[config.mk]
export PLATFORM = sky130hd
export DESIGN_NAME = mux_nto1_arb_flat
export DESIGN_NICKNAME = d
export VERILOG_FILES = /design/src/rtl/mux_nto1_arb_if.sv /design/src/rtl/mux_nto1_arb.sv /design/src/flat_wrapper.sv
export SDC_FILE = /design/constraint.sdc
export NUM_CORES = 1
export LEC_CHECK = 0
export ABC_AREA = 1
export BUFFER_PORTS_ARGS = -buffer_cell sky130_fd_sc_hd__buf_2
export CAP_MARGIN = 20
export CORE_MARGIN = 4
export CORE_UTILIZATION = 50
export CTS_CLUSTER_DIAMETER = 60
export DETAILED_ROUTE_END_ITERATION = 12
export GPL_TIMING_DRIVEN = 0
export HOLD_SLACK_MARGIN = 0.12
export PLACE_DENSITY = 0.94
export SKIP_CTS_REPAIR_TIMING = 1
export SLEW_MARGIN = 0
export SYNTH_ARGS = -nofsm -noshare
export SYNTH_HDL_FRONTEND = slang
export SYNTH_SLANG_ARGS = --single-unit
[constraint.sdc]
create_clock -name clk -period 4 [get_ports clk]
set_input_delay 0.4 -clock clk [delete_from_list [all_inputs] [get_ports clk]]
set_output_delay 0.4 -clock clk [all_outputs]
set_load 0.01 [all_outputs]
[src/rtl/mux_nto1_arb_if.sv]
// mux_nto1_arb_if: bundle of the N-to-1 arbitrating mux's handshake/bus signals.
//
// Handshake rule, valid/ready on every channel: a word moves across a channel
// exactly on a rising clk edge where that channel's valid and ready are both
// high. A producer holds valid and data stable until that edge; ready may
// depend combinationally on valid, never the reverse.
//
// Signals:
//   in_data   N*WIDTH  packed channel data, channel i at [i*WIDTH +: WIDTH]
//   in_valid  N        per-channel valid
//   in_ready  N        per-channel ready, at most one bit high
//   out_data  WIDTH    registered selected word
//   out_valid 1        output register holds a word
//   out_ready 1        consumer takes out_data this cycle
//   out_sel   SEL_W    index of the channel that supplied out_data
// Modports: master = producers/consumer side, slave = the mux itself.
interface mux_nto1_arb_if #(
  parameter int WIDTH = 8,
  parameter int N     = 4
);
  localparam int SEL_W = (N > 1) ? $clog2(N) : 1;

  logic [N*WIDTH-1:0] in_data;
  logic [N-1:0]       in_valid;
  logic [N-1:0]       in_ready;
  logic [WIDTH-1:0]   out_data;
  logic               out_valid;
  logic               out_ready;
  logic [SEL_W-1:0]   out_sel;

  modport master (
    output in_data, in_valid, out_ready,
    input  in_ready, out_data, out_valid, out_sel
  );

  modport slave (
    input  in_data, in_valid, out_ready,
    output in_ready, out_data, out_valid, out_sel
  );
endinterface

[src/rtl/mux_nto1_arb.sv]
// mux_nto1_arb: N-to-1 data multiplexer with fixed-priority (MODE=0) or
// round-robin (MODE=1) arbitration feeding a single-entry registered output
// stage. Sustains one transfer per cycle; one cycle latency to out_valid.
//
// Ports:
//   clk    rising-edge clock
//   rst_n  asynchronous active-low reset
//   bus    mux_nto1_arb_if.slave (channel inputs, registered output)
module mux_nto1_arb #(
  parameter int WIDTH = 8,
  parameter int N     = 4,
  parameter int MODE  = 1
) (
  input  logic             clk,
  input  logic             rst_n,
  mux_nto1_arb_if.slave    bus
);
  localparam int SEL_W = (N > 1) ? $clog2(N) : 1;

  if (MODE != 0 && MODE != 1) begin : g_mode_check
    $error("mux_nto1_arb: MODE must be 0 or 1");
  end

  logic [WIDTH-1:0] chan [N];
  logic             any_valid;
  logic             load;
  logic [SEL_W-1:0] grant;
  logic [N-1:0]     ready_onehot;

  logic [WIDTH-1:0] out_data_q, out_data_d;
  logic [SEL_W-1:0] out_sel_q, out_sel_d;
  logic             out_valid_q, out_valid_d;
  logic [SEL_W-1:0] rr_ptr_q, rr_ptr_d;

  for (genvar i = 0; i < N; i++) begin : g_unpack
    assign chan[i] = bus.in_data[i*WIDTH +: WIDTH];
  end

  assign any_valid = |bus.in_valid;
  // Register empty or being drained this cycle: a new word may enter.
  assign load      = !out_valid_q || bus.out_ready;

  // Walk the search order from last to first so the earliest valid candidate
  // is the final (winning) assignment. In MODE=0 rr_ptr_q stays 0, but the
  // order is pinned to 0..N-1 explicitly.
  always_comb begin
    int idx;
    idx   = 0;
    grant = '0;
    for (int k = N - 1; k >= 0; k--) begin
      if (MODE == 1) idx = int'(rr_ptr_q) + k;
      else           idx = k;
      if (idx >= N) idx = idx - N;
      if (bus.in_valid[SEL_W'(idx)]) grant = SEL_W'(idx);
    end
  end

  // rst_n gating keeps in_ready low for the whole reset, even though an
  // empty output register would otherwise advertise load.
  always_comb begin
    ready_onehot = '0;
    if (rst_n && load && any_valid) ready_onehot[grant] = 1'b1;
  end

  always_comb begin
    out_valid_d = out_valid_q;
    out_data_d  = out_data_q;
    out_sel_d   = out_sel_q;
    rr_ptr_d    = rr_ptr_q;
    if (load) begin
      if (any_valid) begin
        out_valid_d = 1'b1;
        out_data_d  = chan[grant];
        out_sel_d   = grant;
        if (MODE == 1) begin
          rr_ptr_d = (grant == SEL_W'(N - 1)) ? '0 : grant + SEL_W'(1);
        end
      end else begin
        // Drained with nothing to replace it; data/sel keep last values.
        out_valid_d = 1'b0;
      end
    end
  end

  always_ff @(posedge clk or negedge rst_n) begin
    if (!rst_n) begin
      out_valid_q <= 1'b0;
      out_data_q  <= '0;
      out_sel_q   <= '0;
      rr_ptr_q    <= '0;
    end else begin
      out_valid_q <= out_valid_d;
      out_data_q  <= out_data_d;
      out_sel_q   <= out_sel_d;
      rr_ptr_q    <= rr_ptr_d;
    end
  end

  assign bus.in_ready  = ready_onehot;
  assign bus.out_data  = out_data_q;
  assign bus.out_valid = out_valid_q;
  assign bus.out_sel   = out_sel_q;
endmodule

[src/flat_wrapper.sv]
// flat-port wrapper written by rule: the top's interface ports become plain ports
module mux_nto1_arb_flat 
#(
  parameter int WIDTH = 8,
  parameter int N     = 4,
  parameter int MODE  = 1
)
  (clk, rst_n, bus_in_data, bus_in_valid, bus_out_ready, bus_in_ready, bus_out_data, bus_out_valid, bus_out_sel);
  mux_nto1_arb_if #(.WIDTH(WIDTH), .N(N)) bus_i ();
  input  logic clk;
  input  logic rst_n;
  input wire logic [$bits(bus_i.in_data)-1:0] bus_in_data;
  input wire logic [$bits(bus_i.in_valid)-1:0] bus_in_valid;
  input wire logic [$bits(bus_i.out_ready)-1:0] bus_out_ready;
  output wire logic [$bits(bus_i.in_ready)-1:0] bus_in_ready;
  output wire logic [$bits(bus_i.out_data)-1:0] bus_out_data;
  output wire logic [$bits(bus_i.out_valid)-1:0] bus_out_valid;
  output wire logic [$bits(bus_i.out_sel)-1:0] bus_out_sel;
  assign bus_i.in_data = bus_in_data;
  assign bus_i.in_valid = bus_in_valid;
  assign bus_i.out_ready = bus_out_ready;
  assign bus_in_ready = bus_i.in_ready;
  assign bus_out_data = bus_i.out_data;
  assign bus_out_valid = bus_i.out_valid;
  assign bus_out_sel = bus_i.out_sel;
  mux_nto1_arb #(.WIDTH(WIDTH), .N(N), .MODE(MODE)) u_core (.clk(clk), .rst_n(rst_n), .bus(bus_i));
endmodule
==> results.md, run 1 <==
* Outcome: finished, final reports clean
* Peak supply drop at 0.0005136 V
* Antenna cells at 0
* Drt first pass iters at 4
* Clock Path Buffers at 2
* R2R setup slack at 2.08 ns
* Kind of critical path: reg2out
* Worst Setup EP: bus_in_ready[2]
* Routability cong. at 0.8317
* FMAX at 404.8 MHz
* Number of global-route vias before repair at 1,301
* Chip width at 56.14 µm
* Worst-Margin Slew at 0.4137 ns
* Largest net degree at the start of global routing at 15
* Slew headroom at 0.7217
* Met2 GRT Util at 0.3489
* Antenna Nets Post-Route at 0
* Routed Wire Length at 2.963 mm
* Clk sinks at 13
* Initial Util at 0.5238
* Synth Area in Simple Gates at 0.4633
* Largest fanout on the critical path at 10
* Xor/xnor share of the synthesized area at 0.007559
* Final critical-path share of the clock period at 0.6176
* WP data required at 3.60 ns
* Reg2reg start: u_core.rr_ptr_q[0]
* Sequential area share after synthesis at 0.2808
* Share of cells above drive strength 1 at 0.2806
* Worst setup SP type: register
* CTS clk-pin slew, worst paths at 0.08 ns
* H-tree depth at 1
* Yosys reg bits at 13
* CP Capture Type: output pin
* Worst clock skew at 0.005435 ns
* Synth Area in Adders at 0.01080
* Via/cell ratio at 4.819
* Final core occ at 0.6759
* Max Slew Vio Count at 0
* Path depth of the worst reg2reg path at 10
* Pwr/cell area at 877.6 mW/mm²
* CTS Buf Count at 3
* Die area at 0.003151 mm²
* Mux share of post-synthesis cell area at 0
* Worst Path Arrival at 2.07 ns
* Die H at 56.14 µm
* Iter 0 DRT Violations at 44
* DRC at 0
* Routed len/inst at 10.54 µm
* Core area at 0.002212 mm²
* GRT overflow at 0
* Dpl hpwl at 2.362 mm
* Post-Synthesis Cells at 195
* Worst min-delay path class: in2reg
* Max Cap Viol at 0
* Syn_nets at 235
* Clock Latency Late Sink at 0.28 ns
* Met3 usage at 0.05568
* Total GRT Usage at 0.1989
* Post-Syn Area per Cell at 5.942 µm²
* Layout area overhead at 29.05%
* Post-synthesis compound-gate area fraction at 0.03672
* Initial antenna violation count at 0
* Leakage Power at 0.9838 nW
* Tmin final at 2.470 ns
* Setup TNS at 0 ns
* Warning count from the yosys run at 0
* Netlist Area Pre-Place at 0.001159 mm²
* Largest family of logic cells by synthesized area: simple AND/OR/NAND/NOR gates
* Yosys cell types at 22
* Row cnt at 17
* Ports at 54
* GRT busiest layer: met2
* CTS tree: done
* RSZ-0062 raised after global routing: no
* Endpoints failing hold at 0
* Worst r2r dst: u_core.rr_ptr_q[1]
* Port-buffer cells at 53
* # nets final at 294
* First-pass GRT wire length at 5.147 mm
* Vias at 1,354
* GR Util met1 at 0.2355
* Min-delay src: bus_out_ready
* Setup-failing EPs final at 0
* Clock root buffer: clkbuf_4
* Critical Path Source: u_core.rr_ptr_q[0]
worst min-delay path by stage:
stage / to / depth (start not counted)
3_5_place_dp: u_core.bus.out_valid / 1
3_3_place_gp: u_core.bus.out_valid / 1
4_1_cts: u_core.bus.out_valid / 1
2_1_floorplan: u_core.bus.out_data[0] / 0
5_1_grt: u_core.bus.out_valid / 2
6_report: u_core.bus.out_valid / 2
cells in the final DEF, fill, tap and decap left out:
| cell | n |
|---|---|
| clkbuf_1 | 2 |
| ha_1 | 1 |
| dfrtp_1 | 13 |
| o21ai_1 | 1 |
| nand2_2 | 1 |
| nor2_1 | 4 |
| nand3_1 | 38 |
| inv_2 | 1 |
| buf_6 | 3 |
| o21ai_0 | 6 |
| xnor2_1 | 1 |
| buf_4 | 1 |
| nor3_1 | 2 |
| nand3_4 | 1 |
| clkbuf_4 | 3 |
| dlygate4sd3_1 | 1 |
| buf_2 | 57 |
| nand2_1 | 69 |
| nor4_1 | 1 |
| inv_4 | 1 |
| inv_1 | 42 |
| nand2_4 | 2 |
| nand3_2 | 1 |
| o21a_1 | 1 |
power by group:
group / leakage (nW) / total [mW] / internal [mW] / switching [mW]
Sequential: 0.155 / 0.231 / 0.195 / 0.0361
Clock: 0.0150 / 0.0816 / 0.0388 / 0.0429
Combinational: 0.814 / 1.00 / 0.383 / 0.617
Total: 0.984 / 1.31 / 0.617 / 0.696
per-layer routing:
layer	part of all wire	up-vias
met4	0.0084	0
met5	0	-
met2	0.50	48
met3	0.081	5
met1	0.41	593
li1	-	708
cell usage after synthesis, drive strengths merged:
cell type  count  area [µm²]
nand2         72       287.8
inv           44       167.7
nand3         40       217.7
dfrtp         13       325.3
buf            8       61.31
o21ai          7       35.03
nor2           4       15.01
nor3           2       10.01
clkbuf         1       3.750
ha             1       12.51
nor4           1       6.260
o21a           1       7.510
xnor2          1       8.760
cell type report:
cell class	instances	area [µm²]
multi-input combinational	129	600.6
clock buffer	4	26.28
sequential	13	325.3
timing repair buffer	54	275.3
fill	207	716.9
buffer	9	65.06
tap	28	35.03
inverter	44	167.7
kinds of logic after synthesis:
family                   Yosys count
AO/OA/AOI/OAI                      8
buffers and inverters             53
XOR/XNOR                           1
flip-flops                        13
adder cells (fa/ha/maj)            1
AND/OR/NAND/NOR                  119
state kept, by name, indices dropped and copies added (netlist names):
| signal | cells |
|---|---|
| u_core.bus.out_valid | 1 |
| u_core.bus.out_sel | 2 |
| u_core.bus.out_data | 8 |
| u_core.rr_ptr_q | 2 |
metrics by stage:
| stage | hold WS [ns] | power (mW) | setup WS [ns] | instances | cell area, µm² |
|---|---|---|---|---|---|
| after floorplan | 0.1044 | 0.9781 | 2.063 | 195 | 1159 |
| after global placement | 0.3010 | 1.203 | 1.906 | 276 | 1459 |
| after detailed placement | 0.3047 | 1.224 | 1.856 | 276 | 1459 |
| after CTS | -0.006987 | 1.308 | 1.537 | 280 | 1485 |
| after global routing | 0.3553 | 1.451 | 1.350 | 281 | 1495 |
| final | 0.3167 | 1.312 | 1.530 | 281 | 1495 |
critical path: stages, from the launching register on:
cell and delay [ns]:
dfrtp_1 0.38, buf_6 0.14, xnor2_1 0.22, nand2_1 0.11, nand3_2 0.13, nand2_2 0.07, nand2_4 0.11, nand2_4 0.08
buf_6 0.14, ha_1 0.19, inv_1 0.05, nor2_1 0.04, buf_2 0.13
(Power assumes the default switching activity.)
==> inputs of run 2 (changes only) <==
ABC_AREA = 0   (was 1)
CORE_UTILIZATION = 42   (was 50)
PLACE_DENSITY = 0.88   (was 0.94)
clock period = 2.3 ns   (was 4 ns; I/O delays follow)
==> run 2 against run 1 <==
- final area fell by 16%
- core utilization is 3.8 points lower
- clock-buffer cell count decreased by 1
- largest power group unchanged
- die area fell by 8.7%
- sequential power is 60% higher
- global-route usage rose by 1.2 points
==> results.md, run 2 <==
* Outcome: finished, final reports clean (unchanged)
* WP data required at 2.07 ns (was 3.60 ns)
* Netlist Area Pre-Place at 874.6 µm² (was 0.001159 mm²)
* Largest net degree at the start of global routing at 17 (was 15)
* Antenna Nets Post-Route at 0 (unchanged)
* Max Slew Vio Count at 0 (unchanged)
* Max Cap Viol at 0 (unchanged)
* RSZ-0062 raised after global routing: no (unchanged)
* Worst-Margin Slew at 0.4644 ns (was 0.4137 ns)
* H-tree depth at 1 (unchanged)
* Antenna cells at 0 (unchanged)
* CP Capture Type: output pin (unchanged)
* CP top delay family: flip-flops (was simple AND/OR/NAND/NOR gates)
* Max FFs per register at 8 (unchanged)
* Peak supply drop at 0.0004141 V (was 0.0005136 V)
* Clk sinks at 13 (unchanged)
* Vias at 984 (was 1,354)
* Yosys cell types at 29 (was 22)
* Port-buffer cells at 53 (unchanged)
* CTS clk-pin slew, worst paths at 0.10 ns (was 0.08 ns)
* Slew headroom at 0.6876 (was 0.7217)
* Worst min-delay path class: in2reg (unchanged)
* Share of cells above drive strength 1 at 0.4901 (was 0.2806)
* GRT overflow at 0 (unchanged)
* Clock Latency Late Sink at 0.29 ns (was 0.28 ns)
* First-pass GRT wire length at 4.374 mm (was 5.147 mm)
* Most common cell in the synthesized netlist: dfrtp_1 (was nand2_1)
* R2R setup slack at 0.50 ns (was 2.08 ns)
* Tmin final at 2.188 ns
* Ys async rst share at 1.000 (unchanged)
* Clock root buffer: clkbuf_4 (unchanged)
* Largest fanout on the critical path at 10 (unchanged)
* Top post-synthesis cells by area: dfrtp_1 (37%), mux2i_1 (10%), a2111oi_1 (6.9%) (was dfrtp_1 (28%), nand2_1 (22%), nand3_1 (16%))
* Worst setup SP type: register (unchanged)
* Pint at 0.6230 mW (was 0.6165 mW)
* Dpl hpwl at 2.087 mm (was 2.362 mm)
* Final hold slack at 0.1955 ns (was 0.3167 ns)
* Cell area after placement at 0.001174 mm² (was 0.001459 mm²)
* Die area at 0.002876 mm² (was 0.003151 mm²)
* CP Cell Sequence: mux2i_2 > a21oi_4 > and2_4 > inv_2 > buf_6 > ha_1 > and3_1 > buf_2 (was buf_6 > xnor2_1 > nand2_1 > nand3_2 > nand2_2 > nand2_4 > nand2_4 > buf_6 > ha_1 > inv_1 > nor2_1 > buf_2)
* Kind of critical path: reg2out (unchanged)
* Row cnt at 16 (was 17)
* Largest stage delay, worst path at 0.47 ns (was 0.38 ns)
* Placed insts at 171 (was 276)
* Setup-failing EPs final at 0 (unchanged)
* Number of global-route vias before repair at 979 (was 1,301)
* # nets final at 192 (was 294)
* Initial antenna violation count at 0 (unchanged)
* Yosys reg bits at 13 (unchanged)
* Ports at 54 (unchanged)
* DRC at 0 (unchanged)
* Final instance area at 0.001251 mm² (was 0.001495 mm²)
* Slowest CP cell: dfrtp_2 (was dfrtp_1)
* Endpoints failing hold at 0 (unchanged)
* Clock network fraction of design power at 0.142 (was 0.062)
* Hold Path Sink: u_core.bus.out_valid (unchanged)
* Routability cong. at 0.8142 (was 0.8317)
* WP buf/inv at 3 (was 4)
* Via/cell ratio at 5.528 (was 4.819)
* Hold Path Cell Cnt at 4 (was 2)
* Commonest non-fill, non-tap cell in the layout: buf_2 (was nand2_1)
* List of most frequent post-synthesis cells: dfrtp_1 (13), mux2i_1 (9), nor2_1 (9) (was nand2_1 (69), inv_1 (42), nand3_1 (38))
* Non-Filler Instances at 178 (was 281)
* Leakage Power at 0.6137 nW (was 0.9838 nW)
* Syn_nets at 131 (was 235)
* Clock Path Buffers at 2 (unchanged)
* Post-Syn Area per Cell at 9.611 µm² (was 5.942 µm²)
* Warning count from the yosys run at 0 (unchanged)
* Post-synth EDFFs at 0 (unchanged)
* Sequential area share after synthesis at 0.3720 (was 0.2808)
* CTS Buf Count at 3 (unchanged)
* Sequential power share at 0.351 (was 0.176)
* Chip width at 53.63 µm (was 56.14 µm)
* Routed len/inst at 15.92 µm (was 10.54 µm)
* Worst r2r dst: u_core.bus.out_data[6] (was u_core.rr_ptr_q[1])
* Min-delay src: bus_out_ready (unchanged)
* Iter 0 DRT Violations at 15 (was 44)
* Die H at 53.63 µm (was 56.14 µm)
* Initial Util at 0.4458 (was 0.5238)
* Worst Path Arrival at 1.96 ns (was 2.07 ns)
* Fillers at 201 (was 207)
* Pwr/cell area at 839.8 mW/mm² (was 877.6 mW/mm²)
* Switching share of power at 0.4070 (was 0.5301)
* Post-Synthesis Cells at 91 (was 195)
* Reg2reg start: u_core.rr_ptr_q[1] (was u_core.rr_ptr_q[0])
* Routed Wire Length at 2.833 mm (was 2.963 mm)
* FMAX at 456.9 MHz
* Worst clock skew at 0.01428 ns (was 0.005435 ns)
* Final critical-path share of the clock period at 0.9515
* Total GRT Usage at 0.2114 (was 0.1989)
* Drt first pass iters at 4 (unchanged)
* Combinational power share at 0.506 (was 0.762)
* Path depth of the worst reg2reg path at 6 (was 10)
* Switching pwr at 0.4277 mW (was 0.6956 mW)
* Share of Yosys cell area claimed by the top area cell type at 0.3720 (was 0.2808)
* CTS tree: done (unchanged)
* Commonest non-fill, non-tap cells in the layout: buf_2 (56), dfrtp_1 (12), nor2_1 (9) (was nand2_1 (69), buf_2 (57), inv_1 (42), nand3_1 (38), dfrtp_1 (13))
* Yosys top cell by area: dfrtp_1 (unchanged)
* Layout area overhead at 43.06% (was 29.05%)
* Core area at 0.001962 mm² (was 0.002212 mm²)
* Post-synth top flop: dfrtp_1 (unchanged)
==> run 2: cell types whose count changed after synthesis, sizes merged, moves of 9 or more <==
| cell | delta |
|---|---|
| mux2i | +9 |
| inv | -41 |
| nand3 | -40 |
| nand2 | -66 |
==> run 2: tightest hold or removal path: stages <==
cell	delay, ns
buf_2	0.07
inv_1	0.05
nand2_1	0.06
nand2_1	0.04
==> run 2: metrics by stage <==
stage	setup TNS (ns)	total power [mW]	worst slack [ns]	utilization
floorplan	0	0.6701	0.5479	-
global placement	0	0.8319	0.2756	0.5982
detailed placement	0	0.8563	0.2147	0.5982
CTS	-0.1061	1.006	-0.1061	0.6122
global route	0	1.116	0.0003728	0.6378
finish	0	1.051	0.1115	0.6378
==> run 2: kinds of logic (layout without fill, tap and decap cells) <==
family	count (synthesis)	after routing	share of synthesized area
AO/OA/AOI/OAI	35	35	0.3133
adder cells (fa/ha/maj)	1	1	0.01430
buffers and inverters	9	69	0.06007
flip-flops	13	13	0.3720
multiplexers	9	9	0.1030
AND/OR/NAND/NOR	24	24	0.1374
==> run 2: worst max path at each step <==
stage / end / cells after the start / startpoint
after global routing: bus_in_ready[0] / 5 / u_core.bus.out_valid
after detailed placement: bus_in_ready[2] / 8 / u_core.rr_ptr_q[1]
after global placement: bus_in_ready[2] / 8 / u_core.rr_ptr_q[1]
after floorplan: bus_in_ready[2] / 7 / u_core.rr_ptr_q[1]
final: bus_in_ready[2] / 8 / u_core.rr_ptr_q[1]
after CTS: bus_in_ready[2] / 8 / u_core.rr_ptr_q[1]
==> run 2: area by class of cell <==
type	count	area (µm²)	area share
multi-input cells	69	520.5	0.4160
flip-flops and latches	13	326.6	0.2610
repair buffers	56	290.3	0.2320
plain buffers	6	41.29	0.03300
well taps	27	33.78	0.02700
clock buffers	3	22.52	0.01800
inverters	3	11.26	0.009000
clock inverters	1	5.005	0.004000
==> run 2: layer usage <==
metal | global-route usage | vias up | wire (µm)
li1 | - | 472 | -
met1 | 0.2350 | 466 | 1110
met2 | 0.3878 | 38 | 1475
met3 | 0.02493 | 8 | 157
met4 | 0.1149 | 0 | 89
met5 | 0 | - | 0
==> run 2: power by group through the flow <==
stage	Clock (mW)	Combinational (mW)	Sequential, mW
global placement	0	0.473	0.359
detailed placement	0	0.492	0.364
floorplan	0	0.280	0.390
CTS	0.150	0.496	0.360
finish	0.150	0.532	0.369
global route	0.161	0.575	0.379
